[src/rtl/if_id_fetch_stage_pkg.sv]
// Shared constants for the fetch stage: instruction field positions, NOP encoding,
// the PC step, the default reset PC, and the per-cycle action encoding.
package if_id_fetch_stage_pkg;

  localparam int unsigned RS_HI = 25;
  localparam int unsigned RS_LO = 21;
  localparam int unsigned RT_HI = 20;
  localparam int unsigned RT_LO = 16;

  localparam logic [31:0] NOP_ENC      = 32'h0000_0000;
  localparam logic [31:0] PC_INC       = 32'd4;
  localparam logic [31:0] RESET_PC_DEF = 32'h0000_0000;

  typedef enum logic [1:0] {
    ACT_ADVANCE,
    ACT_STALL,
    ACT_FLUSH
  } fetch_act_e;

  // A redirect squashes the instruction in ID, so it outranks the load-use stall.
  function automatic fetch_act_e sel_action(input logic branch_taken, input logic hazard);
    if (branch_taken)
      return ACT_FLUSH;
    else if (hazard)
      return ACT_STALL;
    else
      return ACT_ADVANCE;
  endfunction

endpackage

[src/rtl/if_id_fetch_stage_pipe_reg_en_clr.sv]
// Generic pipeline register: synchronous active-low reset, clear-to-value, and load enable.
// Priority is reset, then clear, then enable; otherwise the value holds.
module pipe_reg_en_clr
  import if_id_fetch_stage_pkg::*;
#(
  parameter int unsigned    W       = 32,
  parameter logic [W-1:0]   RST_VAL = '0
) (
  input  logic         clk_i,
  input  logic         rst_i,
  input  logic         en_i,
  input  logic         clr_i,
  input  logic [W-1:0] clr_val_i,
  input  logic [W-1:0] d_i,
  output logic [W-1:0] q_o
);

  logic [W-1:0] r_q;
  logic [W-1:0] r_d;

  always_comb begin
    r_d = r_q;
    if (clr_i)
      r_d = clr_val_i;
    else if (en_i)
      r_d = d_i;
  end

  always_ff @(posedge clk_i) begin
    if (!rst_i)
      r_q <= RST_VAL;
    else
      r_q <= r_d;
  end

  assign q_o = r_q;

endmodule

[src/rtl/if_id_fetch_stage.sv]
// MIPS instruction-fetch stage with IF/ID register: PC, flush on taken branch,
// hold on load-use hazard, and saturating stall/flush counters.
module if_id_fetch_stage
  import if_id_fetch_stage_pkg::*;
#(
  parameter logic [31:0] RESET_PC  = RESET_PC_DEF,
  parameter logic [31:0] NOP_INSTR = NOP_ENC,
  parameter int unsigned CNT_W     = 16
) (
  input  logic             clk_i,
  input  logic             rst_i,
  input  logic             hazard_i,
  input  logic             branch_taken_i,
  input  logic [31:0]      branch_target_i,
  output logic [31:0]      imem_addr_o,
  input  logic [31:0]      imem_data_i,
  output logic [31:0]      pc_o,
  output logic [31:0]      if_id_pc4_o,
  output logic [31:0]      if_id_instr_o,
  output logic [4:0]       if_id_rs_o,
  output logic [4:0]       if_id_rt_o,
  output logic             if_id_valid_o,
  output logic [CNT_W-1:0] stall_cnt_o,
  output logic [CNT_W-1:0] flush_cnt_o
);

  fetch_act_e       act;
  logic             advance;
  logic             flush;
  logic [31:0]      pc_q;
  logic [31:0]      pc_plus4;
  logic [31:0]      target_aligned;
  logic [31:0]      if_id_instr_q;
  logic [CNT_W-1:0] stall_cnt_q, stall_cnt_d;
  logic [CNT_W-1:0] flush_cnt_q, flush_cnt_d;

  always_comb begin
    act            = sel_action(branch_taken_i, hazard_i);
    advance        = (act == ACT_ADVANCE);
    flush          = (act == ACT_FLUSH);
    pc_plus4       = pc_q + PC_INC;
    target_aligned = branch_target_i & ~32'h0000_0003;
  end

  pipe_reg_en_clr #(.W(32), .RST_VAL(RESET_PC)) u_pc (
    .clk_i     (clk_i),
    .rst_i     (rst_i),
    .en_i      (advance),
    .clr_i     (flush),
    .clr_val_i (target_aligned),
    .d_i       (pc_plus4),
    .q_o       (pc_q)
  );

  pipe_reg_en_clr #(.W(32), .RST_VAL(NOP_INSTR)) u_if_id_instr (
    .clk_i     (clk_i),
    .rst_i     (rst_i),
    .en_i      (advance),
    .clr_i     (flush),
    .clr_val_i (NOP_INSTR),
    .d_i       (imem_data_i),
    .q_o       (if_id_instr_q)
  );

  pipe_reg_en_clr #(.W(32), .RST_VAL(32'h0)) u_if_id_pc4 (
    .clk_i     (clk_i),
    .rst_i     (rst_i),
    .en_i      (advance),
    .clr_i     (flush),
    .clr_val_i (32'h0),
    .d_i       (pc_plus4),
    .q_o       (if_id_pc4_o)
  );

  pipe_reg_en_clr #(.W(1), .RST_VAL(1'b0)) u_if_id_valid (
    .clk_i     (clk_i),
    .rst_i     (rst_i),
    .en_i      (advance),
    .clr_i     (flush),
    .clr_val_i (1'b0),
    .d_i       (1'b1),
    .q_o       (if_id_valid_o)
  );

  always_comb begin
    stall_cnt_d = stall_cnt_q;
    flush_cnt_d = flush_cnt_q;
    if (act == ACT_STALL && stall_cnt_q != '1)
      stall_cnt_d = stall_cnt_q + CNT_W'(1);
    if (flush && flush_cnt_q != '1)
      flush_cnt_d = flush_cnt_q + CNT_W'(1);
  end

  always_ff @(posedge clk_i) begin
    if (!rst_i) begin
      stall_cnt_q <= '0;
      flush_cnt_q <= '0;
    end else begin
      stall_cnt_q <= stall_cnt_d;
      flush_cnt_q <= flush_cnt_d;
    end
  end

  assign pc_o          = pc_q;
  assign imem_addr_o   = pc_q;
  assign if_id_instr_o = if_id_instr_q;
  assign if_id_rs_o    = if_id_instr_q[RS_HI:RS_LO];
  assign if_id_rt_o    = if_id_instr_q[RT_HI:RT_LO];
  assign stall_cnt_o   = stall_cnt_q;
  assign flush_cnt_o   = flush_cnt_q;

endmodule
[config.mk]
export PLATFORM = sky130hd
export DESIGN_NAME = if_id_fetch_stage
export DESIGN_NICKNAME = d
export VERILOG_FILES = /design/src/rtl/if_id_fetch_stage_pkg.sv /design/src/rtl/if_id_fetch_stage_pipe_reg_en_clr.sv /design/src/rtl/if_id_fetch_stage.sv
export SDC_FILE = /design/constraint.sdc
export NUM_CORES = 1
export LEC_CHECK = 0
export CORE_MARGIN = 2
export CORE_UTILIZATION = 52
export DETAILED_ROUTE_END_ITERATION = 8
export PLACE_DENSITY = 0.91
export SYNTH_ARGS = -nofsm -noshare
export SYNTH_HDL_FRONTEND = slang
export SYNTH_HIERARCHICAL = 1
export SYNTH_SLANG_ARGS = --single-unit
[constraint.sdc]
create_clock -name clk_i -period 5.7 [get_ports clk_i]
set_input_delay 0.57 -clock clk_i [delete_from_list [all_inputs] [get_ports clk_i]]
set_output_delay 0.57 -clock clk_i [all_outputs]
set_load 0.01 [all_outputs]
======== Yosys cells after proc, flatten, opt, wreduce, memory -nomap -nowiden ========
Index checks and enable logic that the tools add are counted.
storage, ports and cells
  register bits after elaboration ......... 129
  bits of input ports ..................... 68
  output and inout bits ................... 171
  word-level logic and storage cells ...... 24
cells by class
  $add $sub $neg .......................... 3
  eq/ne operators ......................... 4
  multiplexer cells ....................... 4
  bitwise gates (word level) .............. 1
  reductions and logical operators ........ 5
operators by type and width
  kind                                                                    count
  32-bit two-way mux                                                      2
  16-bit by 1-bit adder with 16-bit output (second input constant)        2
  32-bit by 3-bit adder with 32-bit output (second input constant)        1
  16-bit inequality test (second input constant)                          2
  2-bit by 1-bit equality test with 1-bit output (second input constant)  1
  2-bit equality test (second input constant)                             1
  1-bit logical AND                                                       2
  2-bit logical NOT                                                       1
  2-bit two-way mux                                                       1
  2-bit nonzero test                                                      1
  2-bit OR reduction                                                      1
  1-bit two-way mux                                                       1
  1-bit NOT                                                               1

======== Longest topological paths before layout ========
  depth after elaboration ................. 5
  depth in mapped cells ................... 8
  depth with buffers taken out ............ 7

======== Hierarchy ========
Netlist, hierarchy kept.
by module, submodules not included
  module                               times used  cells an instance  area each (µm²)  seq. area each (µm²)
  pipe_reg_en_clr (u_if_id_instr ...)  3           141                1,778.0          640.6
  if_id_fetch_stage                    1           325                2,507.4          640.6
  pipe_reg_en_clr (u_if_id_valid)      1           4                  47.5             20.0

======== Least setup slack after synthesis ========
OpenSTA, ideal clock, no wires.
  kind .................................... register -> register
  start point ............................. reg u_pc.r_q[2], in the netlist u_pc/q_o[2]
  end point ............................... reg u_if_id_pc4.r_q[30], in the netlist u_if_id_pc4/q_o[30]
  library setup time ...................... 116 ps
  arrival time ............................ 2,092 ps
  data required time ...................... 5,584 ps
  setup slack ............................. 3,492 ps
  cell stages (with the launch flop) ...... 9
  period minus slack after synthesis ...... 2,208 ps
  path through ............................ dfxtp_1 ha_1 and3_1 clkbuf_1 nand4_1 nor4_1 xor2_1 mux2_4 o211a_1
on the way
  cells in the longest elaborated chain, start to end .. 1
ends and longest elaborated chain
  what                                      line                                     source
  start, declared                           if_id_fetch_stage_pipe_reg_en_clr.sv:18  logic [W-1:0] r_q;
  start signal, assigned                    if_id_fetch_stage_pipe_reg_en_clr.sv:33  r_q <= r_d;
  32-bit by 3-bit adder with 32-bit output  if_id_fetch_stage.sv:41                  pc_plus4 = pc_q + PC_INC;
  via pc_plus4[30]                          if_id_fetch_stage.sv:31                  logic [31:0] pc_plus4;
  end signal, assigned                      if_id_fetch_stage_pipe_reg_en_clr.sv:33
  end, declared                             if_id_fetch_stage_pipe_reg_en_clr.sv:18
The timed path passes the listed nets, and every way through them passes these cells.
A chain may end at the register's enable or synchronous reset.

======== Final worst setup path ========
  start point ............................. in hazard_i
  end point ............................... reg u_if_id_instr.r_q[29], in the netlist u_if_id_instr/q_o[29]
on the way
  elaborated cells on any way between the ends .. 5
  those cells by class .................... 1 x eq/ne; 2 x mux; 2 x reduce/logical
RTL lines
  what                  line                                     source
  start, declared       if_id_fetch_stage.sv:12                  input logic hazard_i,
  1-bit two-way mux     if_id_fetch_stage_pkg.sv:24              else if (hazard)
  2-bit two-way mux     if_id_fetch_stage_pkg.sv:22              if (branch_taken)
  2-bit logical NOT     if_id_fetch_stage.sv:39                  advance = (act == ACT_ADVANCE);
  via advance           if_id_fetch_stage.sv:28                  logic advance;
  end signal, assigned  if_id_fetch_stage_pipe_reg_en_clr.sv:33
  end, declared         if_id_fetch_stage_pipe_reg_en_clr.sv:18
The timed path passes the listed nets, and every way through them passes these cells.

==> results by group <==
Clock tree
  – CTS root buf: clkbuf_16
  – Clock tree from TritonCTS: built
  – Source-to-sink clock delay at the later pin of the worst-skew pair: about 0.41 ns
  – Hold-fix buffers, CTS: 0
  – CTS sink cnt: 129
  – CTS buffer count: 17
  – Clock input transition at the sequential cells of the worst setup and hold paths: 0.06 ns
  – Number of levels in the clock H-tree: 4
  – Post_cts resized: 0
  – Post-CTS repair timing setup buffer count: 0
  – Clock buffer depth: 2

Final layout
  – Fillers: around 1,100
  – Post-layout instance area: ~11,000 um2
  – Ant diodes: 0
  – Share of post-route cells with drive strength above 1: between 10% and 20%
  – Net count reported at finish: 1,056
  – Non-filler cells in the finished layout: about 1,200
  – Combined flip-flop and latch cell area: approximately 2600 um2
  – Most frequent standard cell in the layout excluding fill and tap cells: clkdlybuf4s50_1
  – Area taken by multi-input logic gates: roughly 4800 um2
  – Most used cells in the layout excluding fill and tap cells: 234 x clkdlybuf4s50_1, 129 x dfxtp_1, 97 x o211a_1
  – Area growth from synthesis to layout: 34.45%

Floorplanning
  – DIE WIDTH: approximately 130 um
  – IO Count: between 200 and 250
  – Row count: 45
  – Die Outline Area: ~16,000 um2
  – Vertical die dimension: between 100 and 150 um
  – Core Area: around 15,000 um2
  – Initial standard-cell utilization of the core: between 50 and 60%

Global routing
  – Largest net degree at the start of global routing: between 100 and 150
  – Global-route wire length before repair: around 30,000 um
  – Global-route usage over all layers: 22.98%
  – Vias in the first global route: between 5,000 and 6,000
  – Number of antenna violations at the first check in global routing: 0
  – Global route total overflow: 0

Synth
  – Avg Cell Area, Syn: about 10 um2
  – Yosys warning total: 6
  – Fraction of post-synthesis cell area in the top cell type by area: 32.74%
  – Dominant cells by area after synthesis: dfxtp_1 33%, mux2_4 17%, o211a_1 12%, or2b_1 6.0%, buf_4 4.9%
  – Most area-hungry cell type in the Yosys netlist: dfxtp_1
  – Flip-flop cell with the highest count after synthesis: dfxtp_1
  – Count of flip-flops with a built-in enable after synthesis: 0
  – Count of distinct cell types in the synthesized netlist: 48
  – Async set or reset register ratio after synthesis: 0%
  – Netlist area before placement: slightly below 8000 um2
  – Post-synthesis cell count: around 750
  – Portion of the post-synthesis area used by sequential elements: 32.74%
  – Seq cells post-synth: roughly 130

Routing
  – Wirelength per Cell: 16.30 um
  – Number of DRC markers in iteration 0: between 400 and 500
  – Total via count after detailed routing: 6,433
  – Remaining routing DRC violations: 0
  – DR vias/cell: approximately 5.4
  – Post-detailed-routing wire length: approximately 19,000 um
  – Number of detailed-routing iterations run before antenna repair: 5
  – Post-route ant nets: 0

Worst setup path
  – Startpoint class of the critical path: primary input
  – Required time of the worst setup path: around 6 ns
  – Gate family responsible for the most delay along the worst path: buffers and inverters
  – Arrival time of data at the critical path endpoint: roughly 2.9 ns
  – Critical path cell sequence: clkdlybuf4s50_1 -> nor2_4 -> buf_4 -> mux2_2 -> o211a_1
  – Critical Path Max Stage Delay: approximately 0.67 ns
  – Critical path capture point type: flop
  – Buffers and inverters on the worst path: 2
  – CP Max Fanout: 23
  – FF-to-FF setup slack: 3.12 ns
  – Cell type of the slowest stage on the worst timing path: nor2_4
  – Worst setup path category: in2reg

STA
  – Total count of hold-check failures in the final report: 0
  – RSZ-0062 raised after global routing: false
  – Final clock skew: ~0.0066 ns
  – Max-slew violations: 0
  – Smallest setup slack after layout: 3.073 ns
  – Fmax: 380.7 MHz
  – Setup TNS Final: 0 ns
  – Final number of setup-violating endpoints: 0
  – Final period utilization: 46.09%
  – Final worst path period need: roughly 2.6 ns
  – Slew Limit Headroom: a little over a third
  – Slew at the pin closest to its max-slew limit: around 0.98 ns

Hold path
  – Path category of the worst min-delay check: reg2reg

Placed design
  – Placed instance area: approximately 10,000 um2
  – Post-Place Cells: 1,154
  – Detailed placer's ending HPWL: 12,940 um
  – Routability Congestion: between 0.8 and 0.9
  – Minimum setup slack after placement: roughly 2.6 ns
  – Total of buffers placed on input and output ports: about 240

Power
  – Total leakage power: slightly below 5 nW
  – Worst VDD drop: a little over 200 uV
  – Power Dens Cells: approximately 240 nW/um2

Outcome
  – Status: finished clean

Run
  – Max-Cap Viols: 0
==> registers in the layout, summed over array words and instances (netlist names) <==
| signal | cells |
|---|---|
| u_pc/q_o | 32 |
| stall_cnt_o | 16 |
| u_if_id_instr/q_o | 32 |
| u_if_id_valid/q_o | 1 |
| u_if_id_pc4/q_o | 32 |
| flush_cnt_o | 16 |
==> worst reg2reg max path, cell delays in order, from the launching register on <==
cell and delay [ns]:
dfxtp_1 0.45, ha_1 0.23, and3_1 0.30, nand4_1 0.46
nor3_1 0.41, xor2_1 0.15, mux2_4 0.28, o211a_1 0.21
==> cell families (layout without fill, tap and decap cells) <==
family                     count (synthesis)  count (layout)  synth area share [%]
AOI/OAI and AO/OA                        153             153                 17.00
xor gates and xnor gates                  28              28                 3.109
adders and majority gates                  3               3                0.4759
buffers and inverters                    106             286                 9.786
DFF                                      129             129                 32.74
muxes                                    101             101                 18.64
other                                      2              68               0.09520
and+or+nand+nor                          230             230                 18.16
==> path summary, 6_finish.rpt <==
kind	startpoint	end	cells after the start
setup / recovery	hazard_i	u_if_id_instr/q_o[29]	5
hold reg to reg	stall_cnt_o[7]	stall_cnt_o[7]	2
setup reg to reg	u_pc/q_o[2]	u_if_id_pc4/q_o[20]	7
hold / removal	stall_cnt_o[7]	stall_cnt_o[7]	2
==> cells in the mapped netlist (12+ instances only) <==
| master | instances |
|---|---|
| dfxtp_1 | 129 |
| inv_1 | 13 |
| xnor2_1 | 12 |
| a21oi_1 | 19 |
| nand3_1 | 22 |
| nand2b_1 | 38 |
| xor2_1 | 16 |
| clkbuf_1 | 24 |
| buf_4 | 51 |
| or2b_1 | 63 |
| nand4_1 | 14 |
| nand2_1 | 21 |
| mux2_4 | 90 |
| nor3_1 | 17 |
| o211a_1 | 97 |
==> layout make-up <==
cell class	count	area share [%]
Tap cell	188	2.218
Multi-Input combinational cell	583	45.16
Inverter	13	0.4601
Sequential cell	129	24.35
Clock inverter	12	0.8730
Timing Repair Buffer	241	22.73
Clock buffer	20	4.211
==> through the flow <==
step | utilization [%] | hold slack [ns] | total power (W)
finish | 70.55 | 0.4945 | 0.002520
global route | 70.55 | 0.5394 | 0.002615
CTS | 70.55 | 0.4953 | 0.002539
detailed placement | 66.97 | 0.4852 | 0.001533
global placement | 66.97 | 0.4693 | 0.001520
floorplan | - | 0.4985 | 0.001342
==> metal layers <==
metal	vias up	share of wire, %	global-route usage [%]
li1	3110	-	-
met1	3079	42	27.70
met2	205	50	39.72
met3	39	5.1	5.151
met4	0	2.6	9.438
met5	-	0	0
==> power by group <==
part	internal (W)	total (W)	leakage (nW)	switching, W
Sequential	0.000956	0.00101	1.07	0.0000542
Combinational	0.000318	0.000508	3.59	0.000190
Clock	0.000603	0.00100	0.265	0.000399
Total	0.00188	0.00252	4.92	0.000642
Power figures use the tool's default switching activity.
